### src/rtl/bcd_conv_arbiter_pkg.sv
// Shared definitions for the arbitrated binary->BCD converter: FSM states,
// BCD constants and elaboration-time helper functions.
package bcd_conv_arbiter_pkg;

  typedef enum logic [1:0] {
    ST_IDLE  = 2'd0,
    ST_SHIFT = 2'd1,
    ST_DONE  = 2'd2
  } state_t;

  localparam logic [3:0] BCD_NINE = 4'h9;

  // Requester-index width; a single requester still gets a 1-bit index.
  function automatic int unsigned id_width(input int unsigned n);
    return (n > 1) ? $clog2(n) : 1;
  endfunction

  // Largest value representable in d decades: 10^d - 1.
  function automatic longint unsigned decade_limit(input int unsigned d);
    longint unsigned v;
    v = 1;
    for (int unsigned i = 0; i < d; i++) v = v * 10;
    return v - 1;
  endfunction

endpackage

### src/rtl/bcd_conv_arbiter_dabble_core.sv
// Iterative double-dabble engine: loads an operand on i_start, then performs
// one add-3/shift step per CE cycle for IN_BITS_NUM cycles.
module bcd_dabble_core #(
  parameter int unsigned IN_BITS_NUM = 7,
  parameter int unsigned OUT_DECADES = 2
) (
  input  logic                     CLK,
  input  logic                     CLR,
  input  logic                     CE,
  input  logic                     i_start,
  input  logic [IN_BITS_NUM-1:0]   i_din,
  output logic                     o_done,
  output logic [OUT_DECADES*4-1:0] o_bcd
);

  localparam int unsigned BCD_W = OUT_DECADES * 4;
  localparam int unsigned SR_W  = BCD_W + IN_BITS_NUM;
  localparam int unsigned CNT_W = $clog2(IN_BITS_NUM + 1);

  logic [SR_W-1:0]  r_sr;
  logic [SR_W-1:0]  w_adj;
  logic [CNT_W-1:0] r_cnt;

  always_comb begin
    w_adj = r_sr;
    for (int unsigned d = 0; d < OUT_DECADES; d++) begin
      if (r_sr[IN_BITS_NUM + 4*d +: 4] >= 4'd5)
        w_adj[IN_BITS_NUM + 4*d +: 4] = r_sr[IN_BITS_NUM + 4*d +: 4] + 4'd3;
    end
  end

  always_ff @(posedge CLK or posedge CLR) begin
    if (CLR) begin
      r_sr  <= '0;
      r_cnt <= '0;
    end else if (CE) begin
      if (i_start) begin
        r_sr  <= {{BCD_W{1'b0}}, i_din};
        r_cnt <= CNT_W'(IN_BITS_NUM);
      end else if (r_cnt != '0) begin
        r_sr  <= {w_adj[SR_W-2:0], 1'b0};
        r_cnt <= r_cnt - 1'b1;
      end
    end
  end

  // High while the final step is pending, so the caller can advance on the same edge.
  assign o_done = (r_cnt == CNT_W'(1));
  assign o_bcd  = r_sr[SR_W-1 -: BCD_W];

endmodule

### src/rtl/bcd_conv_arbiter.sv
// Round-robin arbiter sharing one double-dabble engine among NUM_REQ requesters;
// returns a tagged BCD result with an overflow flag.
module bcd_conv_arbiter
  import bcd_conv_arbiter_pkg::*;
#(
  parameter int unsigned NUM_REQ     = 2,
  parameter int unsigned IN_BITS_NUM = 7,
  parameter int unsigned OUT_DECADES = 2
) (
  input  logic                             CLK,
  input  logic                             CLR,
  input  logic                             CE,
  input  logic [NUM_REQ-1:0]               REQ,
  input  logic [NUM_REQ*IN_BITS_NUM-1:0]   IN_BUS,
  output logic [NUM_REQ-1:0]               ACK,
  output logic                             BUSY,
  output logic                             VALID,
  output logic [OUT_DECADES*4-1:0]         Q,
  output logic [id_width(NUM_REQ)-1:0]     Q_ID,
  output logic                             OVF
);

  localparam int unsigned     ID_W  = id_width(NUM_REQ);
  localparam longint unsigned LIMIT = decade_limit(OUT_DECADES);

  state_t                   r_state, w_state_nxt;
  logic [ID_W-1:0]          r_ptr, r_gnt;
  logic                     r_ovf_pend;
  logic [NUM_REQ-1:0]       r_ack;
  logic                     r_valid, r_ovf;
  logic [OUT_DECADES*4-1:0] r_q;
  logic [ID_W-1:0]          r_q_id;

  logic                     w_any, w_lo_found, w_hi_found, w_start, w_ovf, w_core_done;
  logic [ID_W-1:0]          w_lo, w_hi, w_gnt;
  logic [IN_BITS_NUM-1:0]   w_operand;
  logic [OUT_DECADES*4-1:0] w_bcd;

  // Lowest requester at/after the pointer wins; otherwise wrap to the lowest overall.
  always_comb begin
    w_lo_found = 1'b0;
    w_hi_found = 1'b0;
    w_lo       = '0;
    w_hi       = '0;
    for (int unsigned i = 0; i < NUM_REQ; i++) begin
      if (REQ[i]) begin
        if (!w_lo_found) begin
          w_lo       = ID_W'(i);
          w_lo_found = 1'b1;
        end
        if (!w_hi_found && (ID_W'(i) >= r_ptr)) begin
          w_hi       = ID_W'(i);
          w_hi_found = 1'b1;
        end
      end
    end
    w_any = w_lo_found;
    w_gnt = w_hi_found ? w_hi : w_lo;
  end

  always_comb begin
    w_operand = '0;
    for (int unsigned i = 0; i < NUM_REQ; i++) begin
      if (w_gnt == ID_W'(i)) w_operand = IN_BUS[i*IN_BITS_NUM +: IN_BITS_NUM];
    end
  end

  assign w_ovf   = (64'(w_operand) > LIMIT);
  assign w_start = (r_state == ST_IDLE) && w_any;

  bcd_dabble_core #(
    .IN_BITS_NUM (IN_BITS_NUM),
    .OUT_DECADES (OUT_DECADES)
  ) u_core (
    .CLK     (CLK),
    .CLR     (CLR),
    .CE      (CE),
    .i_start (w_start),
    .i_din   (w_operand),
    .o_done  (w_core_done),
    .o_bcd   (w_bcd)
  );

  always_ff @(posedge CLK or posedge CLR) begin
    if (CLR)     r_state <= ST_IDLE;
    else if (CE) r_state <= w_state_nxt;
  end

  always_comb begin
    w_state_nxt = r_state;
    case (r_state)
      ST_IDLE:  if (w_any) w_state_nxt = ST_SHIFT;
      ST_SHIFT: if (w_core_done) w_state_nxt = ST_DONE;
      ST_DONE:  w_state_nxt = ST_IDLE;
      default:  w_state_nxt = ST_IDLE;
    endcase
  end

  always_ff @(posedge CLK or posedge CLR) begin
    if (CLR) begin
      r_ptr      <= '0;
      r_gnt      <= '0;
      r_ovf_pend <= 1'b0;
      r_ack      <= '0;
      r_valid    <= 1'b0;
      r_q        <= '0;
      r_q_id     <= '0;
      r_ovf      <= 1'b0;
    end else if (CE) begin
      r_ack   <= '0;
      r_valid <= 1'b0;
      case (r_state)
        ST_IDLE: begin
          if (w_any) begin
            r_ack      <= NUM_REQ'(1) << w_gnt;
            r_gnt      <= w_gnt;
            r_ovf_pend <= w_ovf;
          end
        end
        ST_DONE: begin
          r_q     <= r_ovf_pend ? {OUT_DECADES{BCD_NINE}} : w_bcd;
          r_q_id  <= r_gnt;
          r_ovf   <= r_ovf_pend;
          r_valid <= 1'b1;
          r_ptr   <= (r_gnt == ID_W'(NUM_REQ - 1)) ? '0 : r_gnt + 1'b1;
        end
        default: ;
      endcase
    end
  end

  assign ACK   = r_ack;
  assign BUSY  = (r_state != ST_IDLE);
  assign VALID = r_valid;
  assign Q     = r_q;
  assign Q_ID  = r_q_id;
  assign OVF   = r_ovf;

endmodule

### config.mk
export PLATFORM = sky130hd
export DESIGN_NAME = bcd_conv_arbiter
export DESIGN_NICKNAME = d
export VERILOG_FILES = /design/src/rtl/bcd_conv_arbiter_pkg.sv /design/src/rtl/bcd_conv_arbiter_dabble_core.sv /design/src/rtl/bcd_conv_arbiter.sv
export SDC_FILE = /design/constraint.sdc
export NUM_CORES = 1
export LEC_CHECK = 0
export BUFFER_PORTS_ARGS = -buffer_cell sky130_fd_sc_hd__buf_2
export CAP_MARGIN = 15
export CORE_MARGIN = 1.5
export CORE_UTILIZATION = 35
export DETAILED_ROUTE_END_ITERATION = 12
export HOLD_SLACK_MARGIN = 0.08
export SETUP_SLACK_MARGIN = 0.05
export SYNTH_ARGS = -nofsm -noshare
export SYNTH_HDL_FRONTEND = slang
export SYNTH_SLANG_ARGS = --single-unit
### constraint.sdc
create_clock -name CLK -period 2.2 [get_ports CLK]
set_input_delay 0.44 -clock CLK [delete_from_list [all_inputs] [get_ports CLK]]
set_output_delay 0.44 -clock CLK [all_outputs]
set_load 0.01 [all_outputs]
; Word level (Yosys, flattened, before mapping)
; Cells that the tools add are included.
[word_totals]
input_bits = 19
wordCells = 63
reg_bits = 36
[classes]
magnitude_cmp = 5
muxes = 26
eq_ne = 5
n_reduce_logical = 11
n_addsub = 4
n_shift = 1
[op_table]
columns = op, n
row1 = $mux 15, 2
row2 = $mux 1, 13
row3 = $mux 3, 3
row4 = $ge 4x3->1 const B, 2
row5 = $mux 2, 4
row6 = $mux 8, 1
row7 = $gt 7x7->1 const B, 1
row8 = $mux 7, 1
row9 = $reduce_and 3->1, 2
row10 = $add 4x2->4 const B, 1
row11 = $mux 4, 1
row12 = $pmux 2 s2, 1
row13 = $reduce_and 2->1, 2
row14 = $reduce_bool 2->1, 2
row15 = $add 3x2->3 const B, 1
row16 = $eq 3x1->1 const B, 1
row17 = $reduce_bool 3->1, 1
row18 = $sub 3x1->3 const B, 1
row19 = $eq 2x1->1 const B, 1
row20 = $eq 2x2->1 const B, 1
row21 = $ge 1x1->1 const A, 2
row22 = $logic_and 1x1->1, 2
row23 = $logic_not 2->1, 1
row24 = $ne 2x1->1 const B, 1
row25 = other kinds (4), 4

; Longest topological paths before layout
[depth]
word_depth = 11
depth_mapped = 7
mapped_depth_nobuf = 6

; Hierarchy
; Synthesis repeated with hierarchy kept, for this count alone.
[hier_totals]
cells_unflattened = 193
hier_area_um2 = 1941.9
[by_module_without_submodules]
columns = module, n_inst, seq_area_each_um2, area_per_inst_um2, cells_each
row1 = bcd_dabble_core, 1, 450.4, 1066.0, 103
row2 = bcd_conv_arbiter, 1, 450.4, 875.8, 90

; Worst setup path before layout
; Ideal clock, no wire load.
[synth_path]
path_kind = input port to flip-flop
start = input REQ[0]
end = register u_core.r_sr[1]
n_path_buf = 1
t_required_ns = 2.074
path_stages = 5
arrival_time_ns = 1.650
path_slack_ns = 0.425
cell_sequence = inv_1 -> o21ai_0 -> clkbuf_1 -> mux2_2 -> a221o_1
[synth_between]
elab_chain_len = 8
[synth_lines]
columns = item, line
row1 = from (decl), bcd_conv_arbiter.sv:13  ; input logic [NUM_REQ-1:0] REQ,
row2 = $mux 1, bcd_conv_arbiter.sv:46  ; if (REQ[i]) begin
row3 = $logic_not 1->1, bcd_conv_arbiter.sv:51  ; if (!w_hi_found && (ID_W'(i) >= r_ptr)) begin
row4 = $logic_and 1x1->1, bcd_conv_arbiter.sv:51
row5 = $mux 1, bcd_conv_arbiter.sv:51
row6 = $mux 1, bcd_conv_arbiter.sv:46
row7 = $mux 1, bcd_conv_arbiter.sv:58  ; w_gnt = w_hi_found ? w_hi : w_lo;
row8 = $mux 7, bcd_conv_arbiter.sv:64  ; if (w_gnt == ID_W'(i)) w_operand = IN_BUS[i*IN_BITS_NUM +: IN_BITS_NUM];
row9 = $mux 15, bcd_conv_arbiter_dabble_core.sv:37  ; if (i_start) begin
row10 = to (signal assigned), bcd_conv_arbiter_dabble_core.sv:38  ; r_sr <= {{BCD_W{1'b0}}, i_din};
row11 = to (signal assigned), bcd_conv_arbiter_dabble_core.sv:41  ; r_sr <= {w_adj[SR_W-2:0], 1'b0};
row12 = to (decl), bcd_conv_arbiter_dabble_core.sv:20  ; logic [SR_W-1:0] r_sr;
; Parallel ways exist; a longest one is shown, timed or not.
; A chain may end at the register's enable or synchronous reset.

; Worst setup path after layout
[layout_path]
start = register u_core.r_cnt[0]
end = register u_core.r_sr[1]
[layout_between]
elab_chain_len = 3
[layout_lines]
columns = item, line
row1 = from (decl), bcd_conv_arbiter_dabble_core.sv:22  ; logic [CNT_W-1:0] r_cnt;
row2 = from (signal assigned), bcd_conv_arbiter_dabble_core.sv:39  ; r_cnt <= CNT_W'(IN_BITS_NUM);
row3 = from (signal assigned), bcd_conv_arbiter_dabble_core.sv:42  ; r_cnt <= r_cnt - 1'b1;
row4 = $reduce_bool 3->1, bcd_conv_arbiter_dabble_core.sv:40  ; end else if (r_cnt != '0) begin
row5 = $reduce_bool 2->1 (no line), --
row6 = $reduce_and 2->1 (no line), --
; No other way between the ends.

==> run summary <==
critical path peak fanout -> 13
initial core utilization -> 0.3709
EDFF count, synth -> 0
largest stage delay on the critical path -> 0.72 ns
Leak -> 0.001077 uW
critical path's most frequent cell -> inv_1
die area -> 5543 um2
Cell Pwr Density -> 1165 nW/um2
GR Util met2 -> 0.2163
Die Ht -> 74.45 um
number of buffers created by CTS -> 5
Core Area -> 4817 um2
final hold violations -> 0
compound-cell area share of the yosys netlist -> 0.1751
Syn Inst Count -> 173
CP top delay family -> simple AND/OR/NAND/NOR gates
Critical Path AT -> 2.14 ns
most common cell after layout, fill and taps aside -> dfrtp_1
Worst R2R Path Depth -> 6
Post-Synth Simple-Gate Area -> 0.1324
DRT iter0 DRCs -> 60
Yosys reg bits -> 36
GR Overflow Total -> 0
fin crit period -> 1.915 ns
Avg Cell Area, Syn -> 10.33 um2
final cycle utilization of the critical path -> 0.8707
Worst-Skew Late Latency -> 0.29 ns
dpl hpwl -> 2.511 mm
num rows -> 25
commonest cells after routing, fill and taps aside -> 36 x dfrtp_1, 32 x buf_2, 21 x o21ai_0
dominant synthesized flop cell -> dfrtp_1
Yosys warning count -> 0
root buffer cell -> clkbuf_8
hold_buf cts -> 0
reg2reg start -> u_core.r_cnt[0]$_DFFE_PP0P_
Clock Pin Slew Worst Setup and Hold Paths -> 0.07 ns
syn_nets -> 199
Worst Tran Pin Value -> 0.8898 ns
H-tree depth -> 2
nets -> 237
critical path launch point type -> flop
Pre-antenna DRT Iters -> 4
Synth Area in XOR/XNOR -> 0.009804
Total Routing Usage GR -> 0.1495
largest net degree at the start of global routing -> 37
routed vias -> 1368
first-pass GRT wire length -> 6.106 mm
Final Util -> 0.4478
Port Buffers -> 32
final max-slew violation count -> 0
Placer Congestion -> 0.7309
met3 usage -> 0.04472
Synth cell types -> 32
maximum capacitance violations -> 0
# setup viols final -> 0
Final ANT Viol Nets -> 0
vias per inst -> 4.903
Final Skew -> 0.005915 ns
met1 GRT Util -> 0.2107
Residual DRC -> 0
post-cts resize count -> 0
cell area after synthesis -> 1787 um2
largest family of logic cells by synthesized area -> compound AO/OA/AOI/OAI gates
TNS Setup -> 0 ns
status -> finished clean
Max Clk Rate -> 0.5221 GHz
ant diodes -> 0
multiplexer share of the synthesized area -> 0.07913
async set-reset flop share out of synthesis -> 1.000
register area share after synthesis -> 0.5042
Layout Area Growth over Synthesis -> 20.73%
Worst setup EP type -> flop
CTS tree -> yes
vias in the first global route -> 1333
drt total wl -> 3.570 mm
CTS sink count -> 36
slew margin rel. -> 0.4046
Die W -> 74.45 um
clk buf depth -> 2
Register-to-Register Setup Slack -> 0.28 ns
Adder-Cell Fraction of Synth Area -> 0.04902
Pwr Total -> 2513 uW
postcts setup bufs -> 0
Setup WS post-layout -> 0.2845 ns
VDD IR-drop max -> 425.5 uV
Cells after DPL -> 271
critical path's slowest cell -> nor2_1
min-delay worst type -> in2async
Non-Filler Instances -> 279
busiest layer in global routing -> met2
crit-path cells -> inv_1, ha_1, inv_1, o21ai_0, nor2_1, a221o_1
Setup WS pre-CTS -> 0.3262 ns
share of post-route cells with drive strength above 1 -> 0.2830
initial antenna violation count -> 0
Req. time, crit path -> 2.42 ns
CP Class -> reg2reg
Reg2Reg Capture Point -> u_core.r_sr[1]$_DFFE_PP0P_
Wirelength per Cell -> 12.80 um
unrepaired setup endpoints after global routing -> no
Boundary Pins -> 33
worst path buffer plus inverter count -> 2
logic make-up after synthesis:
| kind of cell | count (synthesis) |
|---|---|
| simple gates | 47 |
| compound gates | 46 |
| flops | 36 |
| buf+inv | 22 |
| mux | 13 |
| fa+ha+maj | 7 |
| xor+xnor | 2 |
cells in the mapped netlist, drive strengths merged (5+ instances only):
cell type / count / share of area
inv: 14 / 0.029
ha: 7 / 0.049
nand2: 14 / 0.029
a221o: 6 / 0.034
o21ai: 21 / 0.059
a22o: 6 / 0.029
and3: 7 / 0.027
nor2: 12 / 0.025
nand2b: 5 / 0.018
clkbuf: 6 / 0.013
dfrtp: 36 / 0.50
mux2: 9 / 0.057
power breakdown:
group	internal, uW	total (uW)	leakage (uW)	switching, uW
Sequential	895	1090	0.000469	195
Clock	335	573	0.0000541	238
Combinational	422	850	0.000553	428
Total	1650	2510	0.00108	860
worst max-delay path by stage:
stage / start / end / slack (ns) / depth (start not counted)
3_3_place_gp: CE / u_core.r_sr[6]$_DFFE_PP0P_ / 0.34 / 5
5_1_grt: u_core.r_cnt[0]$_DFFE_PP0P_ / u_core.r_sr[1]$_DFFE_PP0P_ / 0.08 / 6
3_5_place_dp: CE / u_core.r_sr[1]$_DFFE_PP0P_ / 0.33 / 5
2_1_floorplan: REQ[0] / u_core.r_sr[1]$_DFFE_PP0P_ / 0.42 / 5
6_report: u_core.r_cnt[0]$_DFFE_PP0P_ / u_core.r_sr[1]$_DFFE_PP0P_ / 0.28 / 6
4_1_cts: u_core.r_cnt[0]$_DFFE_PP0P_ / u_core.r_sr[1]$_DFFE_PP0P_ / 0.31 / 6
tightest hold or removal path, delay by kind of cell:
family | cells | cell delay (ns)
buffers and inverters | 3 | 0.52
final cells by class:
cell class / count / area, um2
clock buffers: 5 / 68.82
clock inverters: 3 / 42.54
well taps: 67 / 83.83
inverters: 14 / 52.55
multi-input cells: 115 / 795.8
repair buffers: 39 / 212.7
flip-flops and latches: 36 / 900.9
fillers: 497 / 2660
routing by layer:
| layer | part of all wire | up-vias | wire [um] |
|---|---|---|---|
| li1 | - | 682 | - |
| met1 | 0.52 | 645 | 1861 |
| met2 | 0.43 | 37 | 1526 |
| met3 | 0.040 | 4 | 143 |
| met4 | 0.011 | 0 | 38 |
| met5 | 0 | - | 0 |
sequential cells by signal, indices dropped and copies added, names as in the netlist:
signal        cells
ACK               2
u_core.r_cnt      3
Q                 8
Q_ID              1
r_gnt             1
OVF               1
r_ovf_pend        1
r_state           2
VALID             1
r_ptr             1
u_core.r_sr      15
metrics by stage:
step	cell area, um2	hold WS (ns)
2_1_floorplan	1787	0.4412
3_3_place_gp	2046	0.4574
3_5_place_dp	2046	0.4610
4_1_cts	2157	0.2545
5_1_grt	2157	0.2775
6_report	2157	0.2413
No activity file was read; power rests on OpenSTA's default activity.
